<file path="config.mk">
export PLATFORM = sky130hd
export DESIGN_NAME = spr_arbiter
export DESIGN_NICKNAME = d
export VERILOG_FILES = /design/src/rtl/spr_arbiter.sv
export SDC_FILE = /design/constraint.sdc
export NUM_CORES = 1
export LEC_CHECK = 0
export CAP_MARGIN = 20
export CORE_MARGIN = 2
export CORE_UTILIZATION = 61
export CTS_CLUSTER_SIZE = 14
export DETAILED_ROUTE_END_ITERATION = 6
export DONT_BUFFER_PORTS = 1
export MAX_ROUTING_LAYER = met4
export PLACE_DENSITY = 0.81
export SYNTH_ARGS = -nofsm -noshare
export SYNTH_HDL_FRONTEND = slang
export SYNTH_SLANG_ARGS = --single-unit
</file>
<file path="constraint.sdc">
create_clock -name clk -period 2 [get_ports clk]
set_input_delay 0.2 -clock clk [delete_from_list [all_inputs] [get_ports clk]]
set_output_delay 0.2 -clock clk [all_outputs]
set_load 0.01 [all_outputs]
</file>
<file path="src/rtl/spr_arbiter.sv">
// Two-requester round-robin arbiter that sequences single-port RAM commands
// (00 waddr, 01 wdata, 10 raddr, 11 rdata). Optional `define ADDR_CACHE_EN skips repeated address phases.
module spr_arbiter #(
  parameter int ADDR_SIZE      = 8,
  parameter int TIMEOUT_CYCLES = 16
) (
  input  logic                 clk,
  input  logic                 rst_n,
  input  logic                 req0,
  input  logic                 we0,
  input  logic [ADDR_SIZE-1:0] addr0,
  input  logic [7:0]           wdata0,
  output logic                 ack0,
  output logic [7:0]           rdata0,
  input  logic                 req1,
  input  logic                 we1,
  input  logic [ADDR_SIZE-1:0] addr1,
  input  logic [7:0]           wdata1,
  output logic                 ack1,
  output logic [7:0]           rdata1,
  output logic                 err,
  output logic [9:0]           ram_din,
  output logic                 ram_rx_valid,
  input  logic [7:0]           ram_dout,
  input  logic                 ram_tx_valid,
  output logic                 busy
);

  typedef enum logic [2:0] {
    S_IDLE, S_WADDR, S_WDATA, S_RADDR, S_RCMD, S_RWAIT, S_ACK
  } state_e;

  // Last RWAIT cycle before the read is abandoned.
  localparam logic [7:0] TO_LAST = 8'(TIMEOUT_CYCLES - 1);

  state_e                 state_q, state_d;
  logic                   gnt_q, gnt_d;
  logic                   rr_q, rr_d;
  logic                   we_q, we_d;
  logic [ADDR_SIZE-1:0]   addr_q, addr_d;
  logic [7:0]             wdata_q, wdata_d;
  logic [7:0]             cnt_q, cnt_d;
  logic                   ack0_q, ack0_d;
  logic                   ack1_q, ack1_d;
  logic                   err_q, err_d;
  logic [7:0]             rdata0_q, rdata0_d;
  logic [7:0]             rdata1_q, rdata1_d;
  logic [9:0]             ram_din_q, ram_din_d;
  logic                   ram_rx_valid_q, ram_rx_valid_d;
  logic                   busy_q, busy_d;

  logic                   sel;
  logic                   sel_we;
  logic [ADDR_SIZE-1:0]   sel_addr;
  logic [7:0]             sel_wdata;
  logic                   whit;
  logic                   rhit;

  // Requester selection: a lone request wins, a tie goes to rr_q.
  always_comb begin
    sel       = (req0 && req1) ? rr_q : req1;
    sel_we    = sel ? we1    : we0;
    sel_addr  = sel ? addr1  : addr0;
    sel_wdata = sel ? wdata1 : wdata0;
  end

`ifdef ADDR_CACHE_EN
  logic [ADDR_SIZE-1:0] last_waddr_q, last_waddr_d;
  logic                 last_waddr_vld_q, last_waddr_vld_d;
  logic [ADDR_SIZE-1:0] last_raddr_q, last_raddr_d;
  logic                 last_raddr_vld_q, last_raddr_vld_d;

  assign whit = last_waddr_vld_q && (sel_addr == last_waddr_q);
  assign rhit = last_raddr_vld_q && (sel_addr == last_raddr_q);

  // The RAM keeps its own address registers, so remember what it last received.
  always_comb begin
    last_waddr_d     = last_waddr_q;
    last_waddr_vld_d = last_waddr_vld_q;
    last_raddr_d     = last_raddr_q;
    last_raddr_vld_d = last_raddr_vld_q;
    if (state_q == S_IDLE && state_d == S_WADDR) begin
      last_waddr_d     = addr_d;
      last_waddr_vld_d = 1'b1;
    end
    if (state_q == S_IDLE && state_d == S_RADDR) begin
      last_raddr_d     = addr_d;
      last_raddr_vld_d = 1'b1;
    end
  end

  always_ff @(posedge clk or negedge rst_n) begin
    if (!rst_n) begin
      last_waddr_q     <= '0;
      last_waddr_vld_q <= 1'b0;
      last_raddr_q     <= '0;
      last_raddr_vld_q <= 1'b0;
    end else begin
      last_waddr_q     <= last_waddr_d;
      last_waddr_vld_q <= last_waddr_vld_d;
      last_raddr_q     <= last_raddr_d;
      last_raddr_vld_q <= last_raddr_vld_d;
    end
  end
`else
  assign whit = 1'b0;
  assign rhit = 1'b0;
`endif

  // Next state and the internal transaction registers.
  always_comb begin
    state_d  = state_q;
    gnt_d    = gnt_q;
    rr_d     = rr_q;
    we_d     = we_q;
    addr_d   = addr_q;
    wdata_d  = wdata_q;
    cnt_d    = cnt_q;
    err_d    = 1'b0;
    rdata0_d = rdata0_q;
    rdata1_d = rdata1_q;

    case (state_q)
      S_IDLE: begin
        if (req0 || req1) begin
          gnt_d   = sel;
          rr_d    = ~sel;
          we_d    = sel_we;
          addr_d  = sel_addr;
          wdata_d = sel_wdata;
          if (sel_we) state_d = whit ? S_WDATA : S_WADDR;
          else        state_d = rhit ? S_RCMD  : S_RADDR;
        end
      end
      S_WADDR: state_d = S_WDATA;
      S_WDATA: state_d = S_ACK;
      S_RADDR: state_d = S_RCMD;
      S_RCMD: begin
        state_d = S_RWAIT;
        cnt_d   = '0;
      end
      S_RWAIT: begin
        if (ram_tx_valid) begin
          state_d = S_ACK;
          cnt_d   = '0;
          if (gnt_q) rdata1_d = ram_dout;
          else       rdata0_d = ram_dout;
        end else if (cnt_q == TO_LAST) begin
          state_d = S_ACK;
          cnt_d   = '0;
          err_d   = 1'b1;
          if (gnt_q) rdata1_d = 8'h00;
          else       rdata0_d = 8'h00;
        end else begin
          cnt_d = cnt_q + 8'd1;
        end
      end
      S_ACK:   state_d = S_IDLE;
      default: state_d = S_IDLE;
    endcase
  end

  // Outputs are registered from the state being entered, so they line up with it.
  always_comb begin
    ack0_d         = (state_d == S_ACK) && !gnt_d;
    ack1_d         = (state_d == S_ACK) &&  gnt_d;
    busy_d         = (state_d != S_IDLE);
    ram_rx_valid_d = 1'b0;
    ram_din_d      = 10'h000;
    case (state_d)
      S_WADDR: begin ram_rx_valid_d = 1'b1; ram_din_d = {2'b00, addr_d};  end
      S_WDATA: begin ram_rx_valid_d = 1'b1; ram_din_d = {2'b01, wdata_d}; end
      S_RADDR: begin ram_rx_valid_d = 1'b1; ram_din_d = {2'b10, addr_d};  end
      S_RCMD:  begin ram_rx_valid_d = 1'b1; ram_din_d = {2'b11, 8'h00};   end
      default: begin ram_rx_valid_d = 1'b0; ram_din_d = 10'h000;          end
    endcase
  end

  always_ff @(posedge clk or negedge rst_n) begin
    if (!rst_n) begin
      state_q        <= S_IDLE;
      gnt_q          <= 1'b0;
      rr_q           <= 1'b0;
      we_q           <= 1'b0;
      addr_q         <= '0;
      wdata_q        <= '0;
      cnt_q          <= '0;
      ack0_q         <= 1'b0;
      ack1_q         <= 1'b0;
      err_q          <= 1'b0;
      rdata0_q       <= '0;
      rdata1_q       <= '0;
      ram_din_q      <= '0;
      ram_rx_valid_q <= 1'b0;
      busy_q         <= 1'b0;
    end else begin
      state_q        <= state_d;
      gnt_q          <= gnt_d;
      rr_q           <= rr_d;
      we_q           <= we_d;
      addr_q         <= addr_d;
      wdata_q        <= wdata_d;
      cnt_q          <= cnt_d;
      ack0_q         <= ack0_d;
      ack1_q         <= ack1_d;
      err_q          <= err_d;
      rdata0_q       <= rdata0_d;
      rdata1_q       <= rdata1_d;
      ram_din_q      <= ram_din_d;
      ram_rx_valid_q <= ram_rx_valid_d;
      busy_q         <= busy_d;
    end
  end

  assign ack0         = ack0_q;
  assign ack1         = ack1_q;
  assign err          = err_q;
  assign rdata0       = rdata0_q;
  assign rdata1       = rdata1_q;
  assign ram_din      = ram_din_q;
  assign ram_rx_valid = ram_rx_valid_q;
  assign busy         = busy_q;

endmodule

</file>
==> results.json, run 1 <==
{
  "slew_viol_final": 0,
  "cp_data_required_time_ns": 2.19,
  "cts.htree.levels": 2,
  "vias_per_cell": 6.28,
  "ctsRootBufferMaster": "sky130_fd_sc_hd__clkbuf_8",
  "yosysSeqAreaShare_pct": 55.4,
  "vias_in_the_first_global_route": 1623,
  "critPathKind": "flop to flop",
  "postSynthCellCount": 214,
  "yosys.cell_types.count": 45,
  "final-setup-viol-count": 0,
  "cts_resized": 0,
  "drt-initial-drc-count": 97,
  "placementRows": 22,
  "power.static_leakage_nw": 1.14,
  "synth_nets": 262,
  "max_slew.worst_pin.slew_ns": 0.875,
  "cts.reportedPaths.clkPinSlew_ns": 0.08,
  "wl_per_cell_microns": 17.8,
  "powerDensity_nw_per_um2": 1430,
  "drt.antenna.violating_nets": 0,
  "setup_total_negative_slack_ns": 0,
  "clock_skew_ns": 0.00609,
  "post_cts_hold_buffer_count": 2,
  "sequential_cell_area_sq_um": 1300,
  "grt_antenna_before_repair": 0,
  "ys_flop_type": "sky130_fd_sc_hd__dfrtp_1",
  "start_util_pct": 63.7,
  "coreArea_sq_um": 3690,
  "run_status": "complete, no violations",
  "synth.cell_area_sq_um": 2350,
  "wire_length_of_the_first_global_routing_pass_mm": 7.60,
  "area_of_the_die_sq_um": 4360,
  "first_pass_drt_iterations": 4,
  "timing.final.crit_period_ns": 1.84,
  "replace_congestion": 0.909,
  "hold_class": "input pin to flop",
  "grt_setup_unrepaired": "no",
  "final.period_utilization_pct": 92.1,
  "synthMostInstantiatedCell": "sky130_fd_sc_hd__dfrtp_1",
  "cts-buffers-inserted": 5,
  "hold_viol_final": 0,
  "vias": 1627,
  "numClockSinks": 52,
  "post-synth-top-area-cell": "sky130_fd_sc_hd__dfrtp_1",
  "whs_ns": 0.0356,
  "boundary_pin_count": 78,
  "overflow": 0,
  "synth_seq_cells": 52,
  "drive_above_1_share_pct": 10.4,
  "cts_max_path_buffers": 2,
  "clock_tree_from_tritoncts": "built",
  "nNetsFinal": 259,
  "source_to_sink_clock_delay_at_the_later_pin_of_the_worst_skew_pair_ns": 0.30,
  "route.final.wire_length_mm": 4.61,
  "width_of_the_die_microns": 66.1,
  "crit_path_start_kind": "flop",
  "yosysTopAreaCellShare_pct": 55.4,
  "critPathMaxFanout": 8,
  "largest_net_degree_at_the_start_of_global_routing": 53,
  "antenna_cells_inserted": 0,
  "fillerInstances": 281,
  "drv.max_cap_violation_count": 0,
  "synth_edf_count": 0,
  "detail_route.drc_violations": 0,
  "dpl.hpwl_mm": 3.33,
  "timing.fmax_mhz": 543,
  "worst_ep_arrival_time_ns": 2.03,
  "synth_area_per_cell_sq_um": 11.0,
  "endpoint_kind": "flop",
  "async_reset_ff_share_pct": 100,
  "total_area_of_multi_input_combinational_cells_sq_um": 941,
  "gr-usage-all-layers_pct": 23.8,
  "ys_top_cells_by_count": "52 x sky130_fd_sc_hd__dfrtp_1, 24 x sky130_fd_sc_hd__nand2_1, 18 x sky130_fd_sc_hd__a22o_1, 14 x sky130_fd_sc_hd__nor2_1",
  "areaGrowthSynthToFinish_pct": 5.49,
  "yosysWarningCount": 0,
  "post-cts-setup-buffer-count": 0,
  "synth_area_leaders": "sky130_fd_sc_hd__dfrtp_1 55%, sky130_fd_sc_hd__a22o_1 6.7%, sky130_fd_sc_hd__mux2i_1 4.3%",
  "max_slew_margin_pct": 41.3,
  "worst_ir_drop_vdd_mv": 0.698,
  "io_buffers": 0,
  "die_height_microns": 66.1
}
[sequential cells by signal, indices dropped and copies added (netlist names)]
register      count
gnt_q             1
ack1              1
state_q           3
wdata_q           8
cnt_q             8
busy              1
ack0              1
ram_rx_valid      1
rdata0            8
ram_din          10
rr_q              1
err               1
rdata1            8
[metal layers]
metal | up-vias | global-route usage [%] | wire length [microns]
li1 | 757 | - | -
met1 | 799 | 30.6 | 1920
met2 | 65 | 37.8 | 2300
met3 | 6 | 4.77 | 301
met4 | 0 | 9.18 | 84
met5 | - | - | 0
[power breakdown]
part | internal [mW] | switching [mW] | leakage [nW]
Clock | 0.308 | 0.313 | 0.0503
Combinational | 0.464 | 0.502 | 0.425
Sequential | 1.48 | 0.481 | 0.664
[path summary, 6_finish.rpt]
check / slack (ns) / start / depth (start not counted) / to
max reg2reg: 0.16 / cnt_q[0] / 5 / rdata0[3]
min: 0.04 / ram_dout[4] / 1 / rdata1[4]
max: 0.16 / cnt_q[0] / 5 / rdata0[3]
min reg2reg: 0.54 / cnt_q[7] / 1 / cnt_q[7]
min in group asynchronous: 0.39 / rst_n / 2 / cnt_q[3]
max in group asynchronous: 1.36 / rst_n / 2 / ram_din[9]
[metrics by stage]
| step | power, mW | cell area [sq um] | util [%] | worst slack, ns | instances |
|---|---|---|---|---|---|
| 2_1_floorplan | 2.76 | 2350 | - | 0.425 | 214 |
| 3_3_place_gp | 2.87 | 2340 | 63.5 | 0.330 | 250 |
| 3_5_place_dp | 2.93 | 2340 | 63.5 | 0.193 | 250 |
| 4_1_cts | 3.58 | 2480 | 67.2 | 0.176 | 259 |
| 5_1_grt | 3.80 | 2480 | 67.2 | 0.0239 | 259 |
| 6_report | 3.55 | 2480 | 67.2 | 0.159 | 259 |
[logic make-up after synthesis]
kind of cell    after synthesis  share of synthesized area [%]
buf+inv                      21                           4.53
simple gates                 67                           16.0
xor+xnor                      1                          0.373
compound gates               62                           18.9
mux                          10                           4.26
fa+ha+maj                     1                          0.533
flops                        52                           55.4
[critical path, stage by stage (launching register included)]
cell and delay (ns):
sky130_fd_sc_hd__dfrtp_1 0.43, sky130_fd_sc_hd__ha_1 0.26, sky130_fd_sc_hd__nand4b_1 0.29, sky130_fd_sc_hd__o21ai_2 0.28, sky130_fd_sc_hd__nand3b_2 0.22, sky130_fd_sc_hd__a22o_1 0.24
[layout make-up]
| class | count | area share, % |
|---|---|---|
| repair buffers | 4 | 2.12 |
| well taps | 48 | 2.42 |
| clock buffers | 7 | 3.89 |
| flip-flops and latches | 52 | 52.5 |
| inverters | 7 | 1.06 |
| multi-input cells | 141 | 38.0 |
[cell usage in the layout (no fill, tap or decap), types with 7 or more instances in the layout]
cell                       Yosys  routed
sky130_fd_sc_hd__nor2_1       14      14
sky130_fd_sc_hd__a22o_1       18      18
sky130_fd_sc_hd__clkbuf_8      0       7
sky130_fd_sc_hd__mux2i_1      10      10
sky130_fd_sc_hd__o22ai_1       8       8
sky130_fd_sc_hd__inv_1         7       7
sky130_fd_sc_hd__o21ai_0      10      10
sky130_fd_sc_hd__dfrtp_1      52      52
sky130_fd_sc_hd__a31oi_1       9       9
sky130_fd_sc_hd__nand2_1      24      24
Note: power is estimated with default switching activity, not from simulation.
==> run 2, diff against run 1 <==
--- a/config.mk
+++ b/config.mk
@@ -5,7 +5,7 @@
 export SDC_FILE = /design/constraint.sdc
 export NUM_CORES = 1
 export LEC_CHECK = 0
-export CAP_MARGIN = 20
+export CAP_MARGIN = 15
 export CORE_MARGIN = 2
 export CORE_UTILIZATION = 61
 export CTS_CLUSTER_SIZE = 14
@@ -13,6 +13,7 @@
 export DONT_BUFFER_PORTS = 1
 export MAX_ROUTING_LAYER = met4
 export PLACE_DENSITY = 0.81
+export SLEW_MARGIN = 20
 export SYNTH_ARGS = -nofsm -noshare
 export SYNTH_HDL_FRONTEND = slang
 export SYNTH_SLANG_ARGS = --single-unit
==> results of run 2 <==
The final DEF is identical to that of run 1; final timing and power are the same.
==> run 3, diff against run 2 <==
--- a/config.mk
+++ b/config.mk
@@ -17,3 +17,4 @@
 export SYNTH_ARGS = -nofsm -noshare
 export SYNTH_HDL_FRONTEND = slang
 export SYNTH_SLANG_ARGS = --single-unit
+export TNS_END_PERCENT = 100
==> results of run 3 <==
The final DEF is identical to that of run 1; final timing and power are the same.
